--- src/rtl/uart_conv8to16_if.sv ---
// rtl/uart_conv8to16_if.sv - byte-in / tagged-word-out bundle for uart_conv8to16
interface uart_conv8to16_if;
  logic [7:0]  rx_data;
  logic        rx_done;
  logic [15:0] data;
  logic        conv8to16valid;
  logic [7:0]  err_cnt;

  modport master (
    output rx_data,
    output rx_done,
    input  data,
    input  conv8to16valid,
    input  err_cnt
  );

  modport slave (
    input  rx_data,
    input  rx_done,
    output data,
    output conv8to16valid,
    output err_cnt
  );
endinterface

--- src/rtl/uart_conv8to16.sv ---
// rtl/uart_conv8to16.sv - pairs UART bytes into tagged 16-bit words, high byte first
module uart_conv8to16 #(
  parameter int unsigned TIMEOUT = 200000,
  parameter logic [3:0]  TAG_MIN = 4'h3,
  parameter logic [3:0]  TAG_MAX = 4'h7
) (
  input  logic               clk,
  input  logic               rst,
  uart_conv8to16_if.slave    bus
);

  localparam int unsigned TW = $clog2(TIMEOUT + 1);
  localparam logic [TW-1:0] TIMER_LAST = TW'(TIMEOUT - 1);

  localparam logic [1:0] ST_IDLE    = 2'b00;
  localparam logic [1:0] ST_WAIT_LO = 2'b01;

  logic [1:0]    state_q, state_d;
  logic [TW-1:0] timer_q, timer_d;
  logic [7:0]    hold_q, hold_d;
  logic [15:0]   data_q, data_d;
  logic          valid_q, valid_d;
  logic [7:0]    err_q, err_d;
  logic          err_inc;
  logic          tag_ok;

  assign tag_ok = (bus.rx_data[7:4] >= TAG_MIN) && (bus.rx_data[7:4] <= TAG_MAX);

  always_comb begin
    state_d = state_q;
    timer_d = timer_q;
    hold_d  = hold_q;
    data_d  = data_q;
    valid_d = 1'b0;
    err_inc = 1'b0;
    case (state_q)
      ST_IDLE: begin
        if (bus.rx_done) begin
          if (tag_ok) begin
            hold_d  = bus.rx_data;
            timer_d = '0;
            state_d = ST_WAIT_LO;
          end else begin
            err_inc = 1'b1;
          end
        end
      end
      ST_WAIT_LO: begin
        // A byte arriving on the last allowed cycle still completes the word.
        if (bus.rx_done) begin
          data_d  = {hold_q, bus.rx_data};
          valid_d = 1'b1;
          state_d = ST_IDLE;
        end else if (timer_q == TIMER_LAST) begin
          err_inc = 1'b1;
          state_d = ST_IDLE;
        end else begin
          timer_d = timer_q + 1'b1;
        end
      end
      default: state_d = ST_IDLE;
    endcase
    err_d = (err_inc && (err_q != 8'hFF)) ? err_q + 8'h01 : err_q;
  end

  always_ff @(posedge clk or negedge rst) begin
    if (!rst) begin
      state_q <= ST_IDLE;
      timer_q <= '0;
      hold_q  <= 8'h00;
      data_q  <= 16'h0000;
      valid_q <= 1'b0;
      err_q   <= 8'h00;
    end else begin
      state_q <= state_d;
      timer_q <= timer_d;
      hold_q  <= hold_d;
      data_q  <= data_d;
      valid_q <= valid_d;
      err_q   <= err_d;
    end
  end

  assign bus.data           = data_q;
  assign bus.conv8to16valid = valid_q;
  assign bus.err_cnt        = err_q;

endmodule
--- src/flat_wrapper.sv ---
// flat-port wrapper written by rule: the top's interface ports become plain ports
module uart_conv8to16_flat 
#(
  parameter int unsigned TIMEOUT = 200000,
  parameter logic [3:0]  TAG_MIN = 4'h3,
  parameter logic [3:0]  TAG_MAX = 4'h7
)
  (clk, rst, bus_rx_data, bus_rx_done, bus_data, bus_conv8to16valid, bus_err_cnt);
  uart_conv8to16_if bus_i ();
  input  logic clk;
  input  logic rst;
  input wire logic [$bits(bus_i.rx_data)-1:0] bus_rx_data;
  input wire logic [$bits(bus_i.rx_done)-1:0] bus_rx_done;
  output wire logic [$bits(bus_i.data)-1:0] bus_data;
  output wire logic [$bits(bus_i.conv8to16valid)-1:0] bus_conv8to16valid;
  output wire logic [$bits(bus_i.err_cnt)-1:0] bus_err_cnt;
  assign bus_i.rx_data = bus_rx_data;
  assign bus_i.rx_done = bus_rx_done;
  assign bus_data = bus_i.data;
  assign bus_conv8to16valid = bus_i.conv8to16valid;
  assign bus_err_cnt = bus_i.err_cnt;
  uart_conv8to16 #(.TIMEOUT(TIMEOUT), .TAG_MIN(TAG_MIN), .TAG_MAX(TAG_MAX)) u_core (.clk(clk), .rst(rst), .bus(bus_i));
endmodule
--- config.mk ---
export PLATFORM = sky130hd
export DESIGN_NAME = uart_conv8to16_flat
export DESIGN_NICKNAME = d
export VERILOG_FILES = /design/src/rtl/uart_conv8to16_if.sv /design/src/rtl/uart_conv8to16.sv /design/src/flat_wrapper.sv
export SDC_FILE = /design/constraint.sdc
export NUM_CORES = 1
export LEC_CHECK = 0
export ABC_AREA = 0
export BUFFER_PORTS_ARGS = -buffer_cell sky130_fd_sc_hd__buf_2
export CAP_MARGIN = 0
export CORE_MARGIN = 1
export CORE_UTILIZATION = 25
export DETAILED_ROUTE_END_ITERATION = 8
export PLACE_DENSITY_LB_ADDON = 0.1
export SYNTH_ARGS = -nofsm -noshare
export SYNTH_HDL_FRONTEND = slang
export SYNTH_SLANG_ARGS = --single-unit
export TNS_END_PERCENT = 30
--- constraint.sdc ---
create_clock -name clk -period 2.65 [get_ports clk]
set_input_delay 0.265 -clock clk [delete_from_list [all_inputs] [get_ports clk]]
set_output_delay 0.265 -clock clk [all_outputs]
set_load 0.02 [all_outputs]
[After elaboration in Yosys (flattened, before gate mapping)]
Index checks and enable logic that the tools add are counted.
Word-level totals
  register bits after elaboration: 53
  output and inout port bits: 25
Cells by class
  $add $sub $neg: 2
  magnitude comparators: 2
  equal/unequal tests: 8
  mux-type cells: 17
  reduce and logical (&&, ||, !) cells: 8
Operator list (count)
  18-bit 2-to-1 mux: 4
  18-bit one-hot mux with 2 select lines: 1
  18-bit by 1-bit adder with 18-bit output, second input constant: 1
  18-bit == test, second input constant: 1
  8-bit by 1-bit adder with 8-bit output, second input constant: 1
  2-bit 2-to-1 mux: 4
  8-bit inequality test, second input constant: 1
  1-bit 2-to-1 mux: 6
  2-bit inequality test, second input constant: 3
  3-bit AND reduction: 2
  5-bit AND reduction: 1
  4-bit by 2-bit greater-or-equal comparator with 1-bit output, second input constant: 1
  4-bit by 3-bit <= comparator with 1-bit output, second input constant: 1
  2-bit one-hot mux with 2 select lines: 1
  3-bit by 2-bit inequality test with 1-bit output, second input constant: 1
  2-bit by 1-bit == test with 1-bit output, second input constant: 1
  1-bit logical AND: 2
  2-bit logical NOT: 1
  2-bit by 1-bit inequality test with 1-bit output, second input constant: 1
  1-bit one-hot mux with 2 select lines: 1
  2-bit AND reduction: 1
  2-bit nonzero test: 1

[Logic depth before layout (Yosys ltp)]
  word-level depth: 6
  mapped depth: 7
  gate-level depth less buffers: 6

[Worst setup path after synthesis]
Ideal clock, no wire load.
  kind: register to register
  start: reg u_core.timer_q[0]
  end: reg u_core.err_q[7], in the netlist u_core.bus.err_cnt[7]
  setup time: 0.128 ns
  arrival: 1.821 ns
  path slack: 0.702 ns
  stages on the path, launching flop included: 7
  path buffers: 0
  clock period less this slack: 1.948 ns
  cell sequence: dfrtp_1 ha_1 and3_2 nand4_2 o31a_1 nor3_2 mux2_1
On the way
  word-level cells in the longest chain between the ends: 5
Ends and longest elaborated chain
  start, declared: RTL line uart_conv8to16.sv:19  | logic [TW-1:0] timer_q, timer_d;
  start signal, assigned: RTL line uart_conv8to16.sv:76  | timer_q <= timer_d;
  18-bit == test: RTL line uart_conv8to16.sv:54  | end else if (timer_q == TIMER_LAST) begin
  1-bit 2-to-1 mux: RTL line uart_conv8to16.sv:54
  1-bit 2-to-1 mux: RTL line uart_conv8to16.sv:50  | if (bus.rx_done) begin
  1-bit one-hot mux with 2 select lines: RTL line uart_conv8to16.sv:36  | case (state_q)
  1-bit logical AND: RTL line uart_conv8to16.sv:63  | err_d = (err_inc && (err_q != 8'hFF)) ? err_q + 8'h01 : err_q;
  end signal, assigned: RTL line uart_conv8to16.sv:80  | err_q <= err_d;
  end, declared: RTL line uart_conv8to16.sv:23  | logic [7:0] err_q, err_d;
No other way between the ends.
A chain may end at the register's enable or synchronous reset.

[Worst setup path after layout]
  start: reg u_core.timer_q[0]
  end: reg u_core.timer_q[14]
On the way
  word-level cells in the longest chain between the ends: 4
  elaborated cells between the ends (all ways): 7
Ends and longest elaborated chain
  18-bit by 1-bit adder with 18-bit output: RTL line uart_conv8to16.sv:58  | timer_d = timer_q + 1'b1;
  18-bit 2-to-1 mux: RTL line uart_conv8to16.sv:54
  18-bit 2-to-1 mux: RTL line uart_conv8to16.sv:50
  18-bit one-hot mux with 2 select lines: RTL line uart_conv8to16.sv:36
Several ways; a longest one is shown, not always the timed one. The select of a mux whose other input is x is not followed.

==> impl_metrics.tcl <==
set metrics [dict create \
    run_status "completed" \
    grt_pass1_wl_um 9480 \
    cts_resized 0 \
    insertion_delay_ns 0.31 \
    num_vias 1862 \
    async_flop_share_pct 100 \
    synth_common_cells "dfrtp_1 (52), mux2_2 (25), nand2_1 (15), nor2_1 (14), o31ai_1 (14)" \
    grt_setup_unrepaired "no" \
    drc 0 \
    die_x_um 102 \
    final_cell_area_um2 2950 \
    initial_core_util_pct 25.6 \
    ant_nets 0 \
    path_class "flip-flop to flip-flop" \
    ir_drop_v 0.000392 \
    netlist_area_um2 2490 \
    rows 36 \
    fmax_mhz 427 \
    tightest_slew_ns 0.965 \
    gp_congestion 0.752 \
    cp-start-kind "flip-flop" \
    antennaDiodeCount 0 \
    wire_per_inst_um 14.6 \
    seq_area_frac_synth_pct 52.2 \
    relSlewSlack_pct 35.3 \
    grt_max_degree 39 \
    globalRouteTotalUtil_pct 11.8 \
    die_area_um2 10400 \
    drtPass1Iterations 4 \
    period_share_pct 88.3 \
    ys_warn_count 0 \
    crit_path_end_kind "flip-flop" \
    critPathRequiredTime_ns 2.88 \
    arrival_ns 2.57 \
    die_height_um 102 \
    cp_max_fo 15 \
    wirelength_um 5730 \
    post-synth-top-count-cell "dfrtp_1" \
    place_area_um2 2850 \
    setup_viol 0 \
    hold_buffers 0 \
    cts_setup_buffers 0 \
    fin_util_pct 30.3 \
    finalNonFillerCells 393 \
    setup-tns-final_ns 0 \
    ys_types 47 \
    drive_gt1_share_pct 32.7 \
    clock-root-buffer "clkbuf_8" \
    hp-class "primary input to asynchronous set/reset pin" \
    holdWs_ns 0.0707 \
    path_clk_slew_ns 0.10 \
    grt_pass1_vias 1789 \
    critPathSlowestCell "nor3_2" \
    fp.coreArea_um2 9730 \
    cap_violations 0 \
    drt_iter0_drc 67 \
    synth_enable_flop_cells 0 \
    dp_hpwl_um 3930 \
    synth_ff_type "dfrtp_1" \
    ios 36 \
    port_buffers 35 \
    cts_tree "built" \
    worst_clock_skew_ns 0.00948 \
    ctsHtreeMaxLevel 2 \
    fin_crit_ns 2.34 \
    overflow 0 \
    leakage_nw 1.29 \
    place_inst 385 \
    critPathMaxStageDelay_ns 0.77 \
    vias_per_cell 4.74 \
    fin_nets 275 \
    report.final.hold_viol_count 0 \
    syn_avg_cell_area_um2 11.4 \
    synth_fp_nets 234 \
    antenna_found_initial 0 \
    crit_chain "ha_1 > and3_2 > nand4_2 > nor3_2 > nor2_1 > a31oi_1" \
    area_growth_pct 18.2 \
    cts_max_path_buffers 2 \
    ys_ff_latch 52 \
    yosys.area.top_type "dfrtp_1" \
    power_density_nw_per_um2 878 \
    finalMaxSlewViolations 0 \
    cts.sinks 52 \
    synthTopCellsByArea "dfrtp_1 (52%), mux2_2 (11%), o31ai_1 (4.2%)" \
    cts_made_buffers 5 \
    yosysTopAreaCellShare_pct 52.2 \
    netlist_instances 218 \
]
-- layer usage --
metal / vias to the layer above / wire, um / GRT usage [%]
met5: - / 0 / 0
met4: 0 / 42 / 2.97
met3: 2 / 163 / 2.26
met2: 34 / 2640 / 19.0
met1: 921 / 2890 / 16.3
li1: 905 / - / -
-- logic make-up after synthesis --
| family | Yosys count | share of synthesized area [%] |
|---|---|---|
| xor gates and xnor gates | 4 | 1.41 |
| DFF | 52 | 52.2 |
| muxes | 27 | 12.2 |
| and+or+nand+nor | 76 | 17.5 |
| adders and majority gates | 5 | 2.51 |
| AOI/OAI and AO/OA | 43 | 12.4 |
| buffers and inverters | 11 | 1.76 |
-- state kept, by name, indices dropped and copies added (netlist names) --
signal                     cells
u_core.hold_q                  8
u_core.timer_q                18
u_core.state_q                 1
u_core.bus.data               16
u_core.bus.err_cnt             8
u_core.bus.conv8to16valid      1
-- worst paths after layout --
path | start | endpoint | slack (ns) | cells after the start
max in group asynchronous | rst | u_core.timer_q[15]$_DFFE_PN0P_ | 1.92 | 2
hold / removal | rst | u_core.bus.data[15]$_DFFE_PN0P_ | 0.07 | 1
min in group clk | bus_rx_data[1] | u_core.bus.data[1]$_DFFE_PN0P_ | 0.19 | 2
hold reg to reg | u_core.hold_q[7]$_DFFE_PN0P_ | u_core.hold_q[7]$_DFFE_PN0P_ | 0.51 | 1
setup reg to reg | u_core.timer_q[0]$_DFFE_PN0P_ | u_core.timer_q[14]$_DFFE_PN0P_ | 0.31 | 6
setup / recovery | u_core.timer_q[0]$_DFFE_PN0P_ | u_core.timer_q[14]$_DFFE_PN0P_ | 0.31 | 6
-- stage by stage --
| step | worst slack, ns | power, mW |
|---|---|---|
| floorplan | 0.702 | 1.79 |
| global placement | 0.360 | 2.13 |
| detailed placement | 0.327 | 2.13 |
| CTS | 0.306 | 2.63 |
| global route | 0.117 | 2.78 |
| finish | 0.309 | 2.59 |
-- report_power, final --
group | leakage (nW) | switching, mW | internal (mW)
combinational | 0.580 | 0.544 | 0.390
clock | 0.0463 | 0.294 | 0.195
sequential | 0.666 | 0.144 | 1.02
-- area by class of cell --
type	count	area, um2
fillers	1034	6780
flip-flops and latches	52	1300
multi-input cells	155	1150
repair buffers	41	220
well taps	133	166
clock buffers	5	68.8
clock inverters	3	27.5
inverters	4	15.0
-- layout by cell type (no fill, tap or decap), types with 5 or more instances in the layout --
master    count
and3_1        5
buf_2        35
buf_4         6
clkbuf_8      5
dfrtp_1      52
ha_1          5
mux2_2       25
nand2_1      15
nand3_1      12
nor2_1       14
o21ai_0       8
o31ai_1      14
-- worst max-delay path: cells and delay by family, from the launching register on --
kind	cells	cell delay, ns
DFF	1	0.43
adders and majority gates	1	0.23
and+or+nand+nor	4	1.38
AOI/OAI and AO/OA	1	0.23
Note: power is estimated with default switching activity, not from simulation.
